$ cat src/rtl/x_input_conditioner_pkg.sv
// Shared definitions for the X input conditioner: debounce state encodings
// and the glitch counter ceiling.
package x_input_conditioner_pkg;

    typedef enum logic [1:0] {
        LOW_STABLE  = 2'b00,
        RISE_PEND   = 2'b01,
        HIGH_STABLE = 2'b11,
        FALL_PEND   = 2'b10
    } state_t;

    localparam logic [7:0] GLITCH_MAX = 8'hFF;

endpackage

$ cat src/rtl/sync_2ff.sv
// Two-flop synchroniser for a single asynchronous bit; the output is only
// safe to use after the second stage.
module sync_2ff (
    input  logic CLOCK,
    input  logic RESET,
    input  logic async_in,
    output logic sync_out
);

    logic stage1_reg;
    logic stage2_reg;

    always_ff @(posedge CLOCK or posedge RESET) begin
        if (RESET) begin
            stage1_reg <= 1'b0;
            stage2_reg <= 1'b0;
        end else begin
            stage1_reg <= async_in;
            stage2_reg <= stage1_reg;
        end
    end

    assign sync_out = stage2_reg;

endmodule

$ cat src/rtl/x_input_conditioner.sv
// Synchronises and debounces the raw X input, producing a clean registered
// level, one-cycle edge pulses and a saturating count of rejected bounces.
module x_input_conditioner
    import x_input_conditioner_pkg::*;
#(
    parameter int DEBOUNCE_COUNT = 4,
    parameter int CNT_WIDTH      = 3
) (
    input  logic       CLOCK,
    input  logic       RESET,
    input  logic       RAW_IN,
    output logic       X,
    output logic       X_RISE,
    output logic       X_FALL,
    output logic [7:0] GLITCH_CNT,
    output logic [1:0] STATE
);

    localparam logic [CNT_WIDTH-1:0] CNT_LAST = CNT_WIDTH'(DEBOUNCE_COUNT - 1);

    logic                 sync_level;
    state_t               state_reg;
    state_t               state_next;
    logic [CNT_WIDTH-1:0] cnt_reg;
    logic [CNT_WIDTH-1:0] cnt_next;
    logic                 x_next;
    logic                 rise_next;
    logic                 fall_next;
    logic                 abort;
    logic [7:0]           glitch_next;

    sync_2ff u_sync (
        .CLOCK    (CLOCK),
        .RESET    (RESET),
        .async_in (RAW_IN),
        .sync_out (sync_level)
    );

    always_ff @(posedge CLOCK or posedge RESET) begin
        if (RESET) begin
            state_reg  <= LOW_STABLE;
            cnt_reg    <= '0;
            X          <= 1'b0;
            X_RISE     <= 1'b0;
            X_FALL     <= 1'b0;
            GLITCH_CNT <= 8'd0;
        end else begin
            state_reg  <= state_next;
            cnt_reg    <= cnt_next;
            X          <= x_next;
            X_RISE     <= rise_next;
            X_FALL     <= fall_next;
            GLITCH_CNT <= glitch_next;
        end
    end

    // The counter is zeroed on every entry to and exit from a pending state.
    always_comb begin
        state_next = state_reg;
        cnt_next   = cnt_reg;
        case (state_reg)
            LOW_STABLE: begin
                if (sync_level) begin
                    state_next = RISE_PEND;
                    cnt_next   = '0;
                end
            end
            RISE_PEND: begin
                if (!sync_level) begin
                    state_next = LOW_STABLE;
                    cnt_next   = '0;
                end else if (cnt_reg == CNT_LAST) begin
                    state_next = HIGH_STABLE;
                    cnt_next   = '0;
                end else begin
                    cnt_next = cnt_reg + 1'b1;
                end
            end
            HIGH_STABLE: begin
                if (!sync_level) begin
                    state_next = FALL_PEND;
                    cnt_next   = '0;
                end
            end
            FALL_PEND: begin
                if (sync_level) begin
                    state_next = HIGH_STABLE;
                    cnt_next   = '0;
                end else if (cnt_reg == CNT_LAST) begin
                    state_next = LOW_STABLE;
                    cnt_next   = '0;
                end else begin
                    cnt_next = cnt_reg + 1'b1;
                end
            end
            default: begin
                state_next = LOW_STABLE;
                cnt_next   = '0;
            end
        endcase
    end

    always_comb begin
        x_next    = X;
        rise_next = 1'b0;
        fall_next = 1'b0;
        abort     = 1'b0;
        case (state_reg)
            RISE_PEND: begin
                if (!sync_level) begin
                    abort = 1'b1;
                end else if (cnt_reg == CNT_LAST) begin
                    x_next    = 1'b1;
                    rise_next = 1'b1;
                end
            end
            FALL_PEND: begin
                if (sync_level) begin
                    abort = 1'b1;
                end else if (cnt_reg == CNT_LAST) begin
                    x_next    = 1'b0;
                    fall_next = 1'b1;
                end
            end
            default: ;
        endcase
        glitch_next = (abort && (GLITCH_CNT != GLITCH_MAX)) ? GLITCH_CNT + 8'd1 : GLITCH_CNT;
    end

    assign STATE = state_reg;

endmodule

$ cat config.mk
export PLATFORM = sky130hd
export DESIGN_NAME = x_input_conditioner
export DESIGN_NICKNAME = d
export VERILOG_FILES = /design/src/rtl/x_input_conditioner_pkg.sv /design/src/rtl/sync_2ff.sv /design/src/rtl/x_input_conditioner.sv
export SDC_FILE = /design/constraint.sdc
export NUM_CORES = 1
export LEC_CHECK = 0
export ABC_AREA = 1
export CAP_MARGIN = 20
export CORE_UTILIZATION = 52
export CTS_BUF_LIST = sky130_fd_sc_hd__clkbuf_4 sky130_fd_sc_hd__clkbuf_8 sky130_fd_sc_hd__clkbuf_16
export DETAILED_ROUTE_END_ITERATION = 7
export PLACE_DENSITY_LB_ADDON = 0.12
export SLEW_MARGIN = 25
export SYNTH_ARGS = -nofsm -noshare
export SYNTH_HDL_FRONTEND = slang
export SYNTH_HIERARCHICAL = 1
export SYNTH_SLANG_ARGS = --single-unit
$ cat constraint.sdc
create_clock -name CLOCK -period 1.5 [get_ports CLOCK]
set_input_delay 0.15 -clock CLOCK [delete_from_list [all_inputs] [get_ports CLOCK]]
set_output_delay 0.15 -clock CLOCK [all_outputs]
set_load 0.01 [all_outputs]
**Word level (Yosys, flattened, before mapping)**

Cells that the tools add are included.

- Bits in registers: 18
- Input port bits: 3
- Logic and storage cells: 55

- $add $sub $neg: 2
- Eq/ne operators: 13
- Mux-type cells: 26
- Reductions and logical operators: 6

Operator list:

| kind | count |
|---|---|
| 3-bit 2-to-1 mux | 5 |
| 2-bit 2-to-1 mux | 6 |
| 3-bit case mux with 4 select lines | 1 |
| 1-bit 2-to-1 mux | 11 |
| 8-bit by 1-bit adder with 8-bit output, second input constant | 1 |
| 2-bit != test, second input constant | 4 |
| 8-bit != test, second input constant | 1 |
| 2-bit case mux with 4 select lines | 1 |
| 5-bit AND reduction | 1 |
| 2-bit equality test, second input constant | 2 |
| 2-bit by 1-bit != test with 1-bit output, second input constant | 2 |
| 1-bit case mux with 2 select lines | 2 |
| 4-bit AND reduction | 1 |
| 3-bit by 1-bit adder with 3-bit output, second input constant | 1 |
| 3-bit by 2-bit equality test with 1-bit output, second input constant | 1 |
| 3-bit by 2-bit != test with 1-bit output, second input constant | 1 |
| 3-bit != test, second input constant | 1 |
| 2-bit by 1-bit equality test with 1-bit output, second input constant | 1 |
| 2-bit logical NOT | 1 |
| 2-bit AND reduction | 1 |
| 2-bit nonzero test | 1 |
| 1-bit logical AND | 1 |

**Logic depth before layout (Yosys ltp)**

Gate-level depths: netlist (run 1).

- Word-level depth: 4
- Gate-level depth with buffers: 8
- Gate-level depth less buffers: 8

**Cells and area by module**

Netlist (run 1), hierarchy kept.

By module, submodules not included:

| module | instances | cells an instance | area an instance (um^2) |
|---|---|---|---|
| x_input_conditioner | 1 | 124 | 955.9 |
| sync_2ff | 1 | 3 | 53.8 |

**Least setup slack after synthesis (run 1)**

No wires, ideal clock.

- Path type: register to register
- Start: register state_reg[0] (netlist: STATE[0])
- End: register state_reg[0] (netlist: STATE[0])
- Library setup time: 0.116 ns
- Arrival time: 1.189 ns
- Data required time: 1.384 ns
- Setup slack: 0.195 ns
- Cell stages (with the launch flop): 8
- Buffers on the path: 0
- Clock period less this slack: 1.305 ns
- Cell sequence: dfrtp_1 -> inv_1 -> ha_1 -> inv_1 -> o21ai_1 -> a21oi_1 -> nand2_1 -> nand2_1

- Cells in the longest elaborated chain, start to end: 3

RTL lines:

| element | RTL line | source |
|---|---|---|
| start: declaration | x_input_conditioner.sv:22 | `state_t state_reg;` |
| start signal: assignment | x_input_conditioner.sv:48 | `state_reg <= state_next;` |
| 2-bit by 1-bit equality test with 1-bit output (tied with other cells) | x_input_conditioner.sv:61 | `case (state_reg)` |
| 3-bit != test (no line) (tied with other cells) | -- |  |
| 4-bit AND reduction (no line) | -- |  |

Several ways; a longest one is shown, not always the timed one.
A chain may end at the register's enable or synchronous reset.

**Worst setup path after layout (run 1)**

- Start: register GLITCH_CNT[5]
- End: output port GLITCH_CNT[5]

RTL lines:

| element | RTL line | source |
|---|---|---|
| start: declaration | x_input_conditioner.sv:15 | `output logic [7:0] GLITCH_CNT,` |
| start signal: assignment | x_input_conditioner.sv:53 | `GLITCH_CNT <= glitch_next;` |

No word-level cell between the ends.

==> impl_metrics.ini, run 1 <==
[die]
core_sq_um = 1760
rows = 15
start_util_pct = 57.2
die_w_um = 46.1
die_h_um = 46.1
die_area_sq_um = 2120
io_pins = 16

[critical_path]
max_stage_delay_ps = 560
critPathCaptureType = output pin
cp.required_ps = 1350
cp-start-kind = flip-flop
path_class = reg2out
crit_buf_inv = 1
crit_path_cell_trace = clkdlybuf4s50_1
cp.arrival_ps = 1290
crit_family = buffers and inverters
cp_slowest_cell = clkdlybuf4s50_1
worstPathMaxFanout = 5

[synthesis]
ys_seq_elements = 18
synth_top_family_by_area = simple AND/OR/NAND/NOR gates
synthXorXnorAreaFrac_pct = 2.60
seq_area_frac_synth_pct = 44.6
ys_top_cells_by_area = dfrtp_1, nand2_1, ha_1, inv_1, nand3_1
yosysWarnings = 6
synth-compound-area-share_pct = 5.82
synth_top_area_share_pct = 44.6
synth.most_common_cell = nand2_1
synth_mux_area_share_pct = 0
synthTopCellsByCount = nand2_1, dfrtp_1, inv_1, nand3_1, ha_1
synth-simple-area-share_pct = 30.2
synthesis.nets = 137
yosysTopAreaCell = dfrtp_1
synth_cell_types = 21
avgSynthCellArea_sq_um = 7.95
synth_cells = 127
synthAdderAreaFrac_pct = 8.67
synth_area_sq_um = 1010
synth_edf_count = 0
synth_flop_cell = dfrtp_1
async_reset_ff_share_pct = 100

[power]
combPwrFrac_pct = 46.9
p_clk_share_pct = 15.4
peakVddDrop_uv = 891
leakage_nw = 0.600
p_sw_share_pct = 39.5
sequentialPowerShare_pct = 37.8
internal_power_mw = 1.16
power.density_nw_per_um2 = 1530
p_sw_mw = 0.759

[detailed_routing]
avgViaCountPerCell = 4.88
dr_total_vias = 849
wirelength_mm = 1.87
drcViolationCount = 0
detail-route-antenna-nets = 0
drt_iter0_markers = 22
drtPass1Iterations = 4
wl_per_cell_um = 10.8

[global_route]
grt_start_max_net_pins = 17
grt.overflow.total = 0
grt_usage_pct = 21.0
grt_pass1_wl_mm = 3.11
first_global_vias = 736
antenna_found_initial = 0

[timing]
slew_headroom_pct = 81.0
period_share_pct = 96.1
layout_min_cycle_time_ps = 1440
setup_viol = 0
tns_ps = 0
finalHoldViolations = 0
skew_ps = 4.14
rsz0062_at_grt = false
worst_pin_slew_ps = 285
setup_ws_ps = 58.3
max_clock_freq_mhz = 694
drv_slew = 0

[placed_design]
place_ws_ps = 106
finalWeightedCongestion = 0.778
dp.cells = 167
place_area_sq_um = 1190
io_buffer_count = 15
dp_hpwl_mm = 1.41

[final_layout]
drive_gt1_share_pct = 13.4
final_area_sq_um = 1250
multiInputGateArea_sq_um = 482
diodes = 0
layout.nets = 160
final-seq-area_sq_um = 452
n_fill_cell = 155
finalNonFillerCells = 174
syn2layout_area_growth_pct = 23.9
largest_register_ffs = 8

[clocking]
clock-sinks = 18
clock_path_buffers = 2
clock_latency_ps = 290
ctsHtreeMaxLevel = 1
clkSlewWorstSetupHoldPaths_ps = 100
ctsHoldBuffers = 0
cts_root_buf = clkbuf_4
cts_tree = built
cts_buffers = 3

[outcome]
status = completed

[flow_run]
max-cap-violations = 0

[hold_path]
min_path_type = in2async
[worst paths after layout]
path / from / to / slack [ps] / cells past startpoint
max reg2reg: STATE[1]$_DFFE_PP0P_ / GLITCH_CNT[0]$_DFFE_PP0P_ / 120 / 8
min reg2reg: u_sync/stage1_reg$_DFF_PP0_ / u_sync/sync_out$_DFF_PP0_ / 370 / 0
max in group asynchronous: RESET / GLITCH_CNT[2]$_DFFE_PP0P_ / 1120 / 3
max: GLITCH_CNT[5]$_DFFE_PP0P_ / GLITCH_CNT[5] / 60 / 1
min in group CLOCK: RAW_IN / u_sync/stage1_reg$_DFF_PP0_ / 290 / 1
min: RESET / u_sync/sync_out$_DFF_PP0_ / 30 / 2
[cells by family after synthesis]
kind of cell,Yosys count
AND/OR/NAND/NOR,69
buffers and inverters,19
flip-flops,18
AO/OA/AOI/OAI,11
adder cells (fa/ha/maj),7
XOR/XNOR,3
[worst register-to-register path: stages (launching register included)]
cell	delay, ps
dfrtp_1	430
inv_1	110
ha_1	240
nand2_1	120
nand2_4	80
nand2_4	130
inv_4	60
nand2_1	60
nand2_1	50
[power groups by stage]
| stage | registers, mW | logic, mW | clock network [mW] |
|---|---|---|---|
| 6_report | 0.725 | 0.899 | 0.295 |
| 5_1_grt | 0.744 | 0.998 | 0.324 |
| 4_1_cts | 0.727 | 0.832 | 0.303 |
| 3_5_place_dp | 0.735 | 0.826 | 0 |
| 3_3_place_gp | 0.729 | 0.799 | 0 |
| 2_1_floorplan | 0.752 | 0.506 | 0 |
[cell usage in the layout (no fill, tap or decap), types with 2 or more instances in the layout]
master,instances
nand2_2,3
xnor2_1,2
inv_1,16
nand2_1,45
ha_1,7
dfrtp_1,17
buf_4,4
nor2_2,2
nor2_1,5
o21ai_2,2
nand2_4,2
a21oi_1,3
o21ai_0,5
clkbuf_4,3
nand4_1,2
clkdlybuf4s50_1,15
nand3_1,8
[per-layer routing]
metal | track usage [%] | vias to the layer above | wire length (um) | part of all wire (%)
li1 | - | 438 | - | -
met1 | 26.9 | 383 | 912 | 49
met2 | 33.8 | 26 | 858 | 46
met3 | 5.88 | 2 | 88 | 4.7
met4 | 7.06 | 0 | 12 | 0.64
met5 | 0 | - | 0 | 0
[repair_timing]
item                       in CTS  in global routing
gates cloned                    0                  0
setup endpoints to repair       1                  7
buffers inserted                0                  3
gates resized for setup         1                  1
[layout make-up]
cell class,instances,area share (%)
inverters,18,5.60
repair buffers,19,14.4
flip-flops and latches,18,36.1
multi-input cells,90,38.5
well taps,25,2.50
clock buffers,4,2.90
[stage by stage]
step	power, mW	hold slack (ps)	utilization, %
2_1_floorplan	1.26	-109	-
3_3_place_gp	1.53	331	67.3
3_5_place_dp	1.56	344	67.3
4_1_cts	1.86	32.6	69.4
5_1_grt	2.07	45.2	70.9
6_report	1.92	34.1	70.9
No activity file was read; power rests on OpenSTA's default activity.
==> run 2, diff against run 1 <==
--- a/config.mk
+++ b/config.mk
@@ -7,10 +7,12 @@
 export LEC_CHECK = 0
 export ABC_AREA = 1
 export CAP_MARGIN = 20
+export CORE_MARGIN = 2
 export CORE_UTILIZATION = 52
 export CTS_BUF_LIST = sky130_fd_sc_hd__clkbuf_4 sky130_fd_sc_hd__clkbuf_8 sky130_fd_sc_hd__clkbuf_16
 export DETAILED_ROUTE_END_ITERATION = 7
 export PLACE_DENSITY_LB_ADDON = 0.12
+export REMOVE_ABC_BUFFERS = 1
 export SLEW_MARGIN = 25
 export SYNTH_ARGS = -nofsm -noshare
 export SYNTH_HDL_FRONTEND = slang
==> constraint.sdc (replaced) <==
create_clock -name CLOCK -period 1.5 [get_ports CLOCK]
set_input_delay 0.3 -clock CLOCK [delete_from_list [all_inputs] [get_ports CLOCK]]
set_output_delay 0.3 -clock CLOCK [all_outputs]
set_load 0.01 [all_outputs]
==> impl_metrics.ini, run 2 (synthesis gave the netlist of run 1 again) <==
[critical_path]
cp.required_ps = 1200
crit_path_cell_trace = clkdlybuf4s50_1
worstPathMaxFanout = 1
cp_slowest_cell = clkdlybuf4s50_1
crit_buf_inv = 1
cp.depth = 1
max_stage_delay_ps = 520
cp-start-kind = flip-flop
ff2ff_setup_slack_ps = 70
rr_endpoint = STATE[0]$_DFFE_PP0P_
startpoint = X_FALL$_DFF_PP0_
critPathCaptureType = output pin
reg2reg_depth = 7
endpoint = X_FALL
cp.arrival_ps = 1150
r2r_start = STATE[1]$_DFFE_PP0P_
crit_family = buffers and inverters
path_class = reg2out

[final_layout]
mostFrequentLayoutCell = nand2_1
diodes = 0
largest_register_ffs = 8
n_fill_cell = 139
layout.nets = 168
syn2layout_area_growth_pct = 35.1
mostFrequentLayoutCells = nand2_1, dfrtp_1, inv_1
drive_gt1_share_pct = 23.6

[timing]
max_clock_freq_mhz = 690
setup_viol = 0
drv_slew = 0
slew_headroom_pct = 79.3
layout_min_cycle_time_ps = 1450
skew_ps = 2.33
rsz0062_at_grt = false
tns_ps = 0
worst_pin_slew_ps = 311
setup_ws_ps = 51.7
finalHoldViolations = 0
period_share_pct = 96.6

[outcome]
status = completed

[detailed_routing]
detail-route-antenna-nets = 0
drt_iter0_markers = 28
wl_per_cell_um = 11.7
drcViolationCount = 0
drtPass1Iterations = 4
wirelength_mm = 2.14
avgViaCountPerCell = 4.95
dr_total_vias = 900

[clocking]
clock-sinks = 18
cts_root_buf = clkbuf_4
ctsHoldBuffers = 0
clock_latency_ps = 290
clock_path_buffers = 2
ctsHtreeMaxLevel = 1
cts_buffers = 3
clkSlewWorstSetupHoldPaths_ps = 100
cts_tree = built

[die]
die_w_um = 48.1
die_h_um = 48.1
io_pins = 16
die_area_sq_um = 2310
rows = 15
start_util_pct = 56.6
core_sq_um = 1780

[power]
power.density_nw_per_um2 = 1510
peakVddDrop_uv = 1020
leakage_nw = 0.754

[placed_design]
place_ws_ps = 85.4
io_buffer_count = 15
dp_hpwl_mm = 1.44
finalWeightedCongestion = 0.826

[global_route]
grt.overflow.total = 0
grt_pass1_wl_mm = 3.42
first_global_vias = 842
grt_usage_pct = 21.6
antenna_found_initial = 0
grt_start_max_net_pins = 17

[hold_path]
min_path_type = in2async

[flow_run]
max-cap-violations = 0
## run 2: cell count changes in the layout (fill, tap and decap cells not counted), moves of 3 or more
cell / change
dlygate4sd2_1: +7
ha_1: -3
buf_4: +8
clkdlybuf4s50_1: -12
dlymetal6s2s_1: +5
## run 2: layout make-up
type / instances / area, sq um / area share, %
Inverter: 18 / 70.1 / 5.14
Multi-Input combinational cell: 90 / 531 / 38.9
Sequential cell: 18 / 452 / 33.1
Clock buffer: 4 / 36.3 / 2.66
Tap cell: 25 / 31.3 / 2.29
Timing Repair Buffer: 27 / 244 / 17.9
## run 2: stage by stage
step                util [%]  instances  area, sq um  power [mW]  hold WS (ps)
floorplan                  -        126          998        1.25          41.2
global placement        66.6        167         1190        1.53           334
detailed placement      66.6        167         1190        1.57           339
CTS                     73.1        182         1300        1.97           172
global route            76.5        182         1360        2.20           200
finish                  76.5        182         1360        2.05           174
## run 2: layer usage
layer,up-vias,track usage (%),share of wire (%)
met5,-,0,0
met4,0,7.03,1.2
met3,4,6.04,4.8
met2,28,36.5,50
met1,413,26.5,44
li1,455,-,-
## run 2: worst min-delay path by stage
stage                     cells after the start                          end
after global routing                          2    u_sync/sync_out$_DFF_PP0_
after global placement                        0    u_sync/sync_out$_DFF_PP0_
after CTS                                     2  u_sync/stage1_reg$_DFF_PP0_
after detailed placement                      0    u_sync/sync_out$_DFF_PP0_
after floorplan                               1  u_sync/stage1_reg$_DFF_PP0_
final                                         2  u_sync/stage1_reg$_DFF_PP0_
## run 2: repair_timing
action	CTS	global route
resized for setup	9	17
pin swaps	0	3
setup buffers	11	1
endpoints found under the setup margin	10	17
## run 2: power by group
part	switching (mW)	total [mW]	leakage, nW	internal, mW
logic	0.611	1.08	0.496	0.470
clock network	0.150	0.298	0.0210	0.148
registers	0.0811	0.676	0.237	0.595
## run 2: worst register-to-register path, stage by stage (launching register included)
cell	delay, ps
dfrtp_1	400
buf_4	160
inv_1	120
ha_1	300
nand2_1	120
o21ai_0	110
nand2_1	80
nand2_1	40
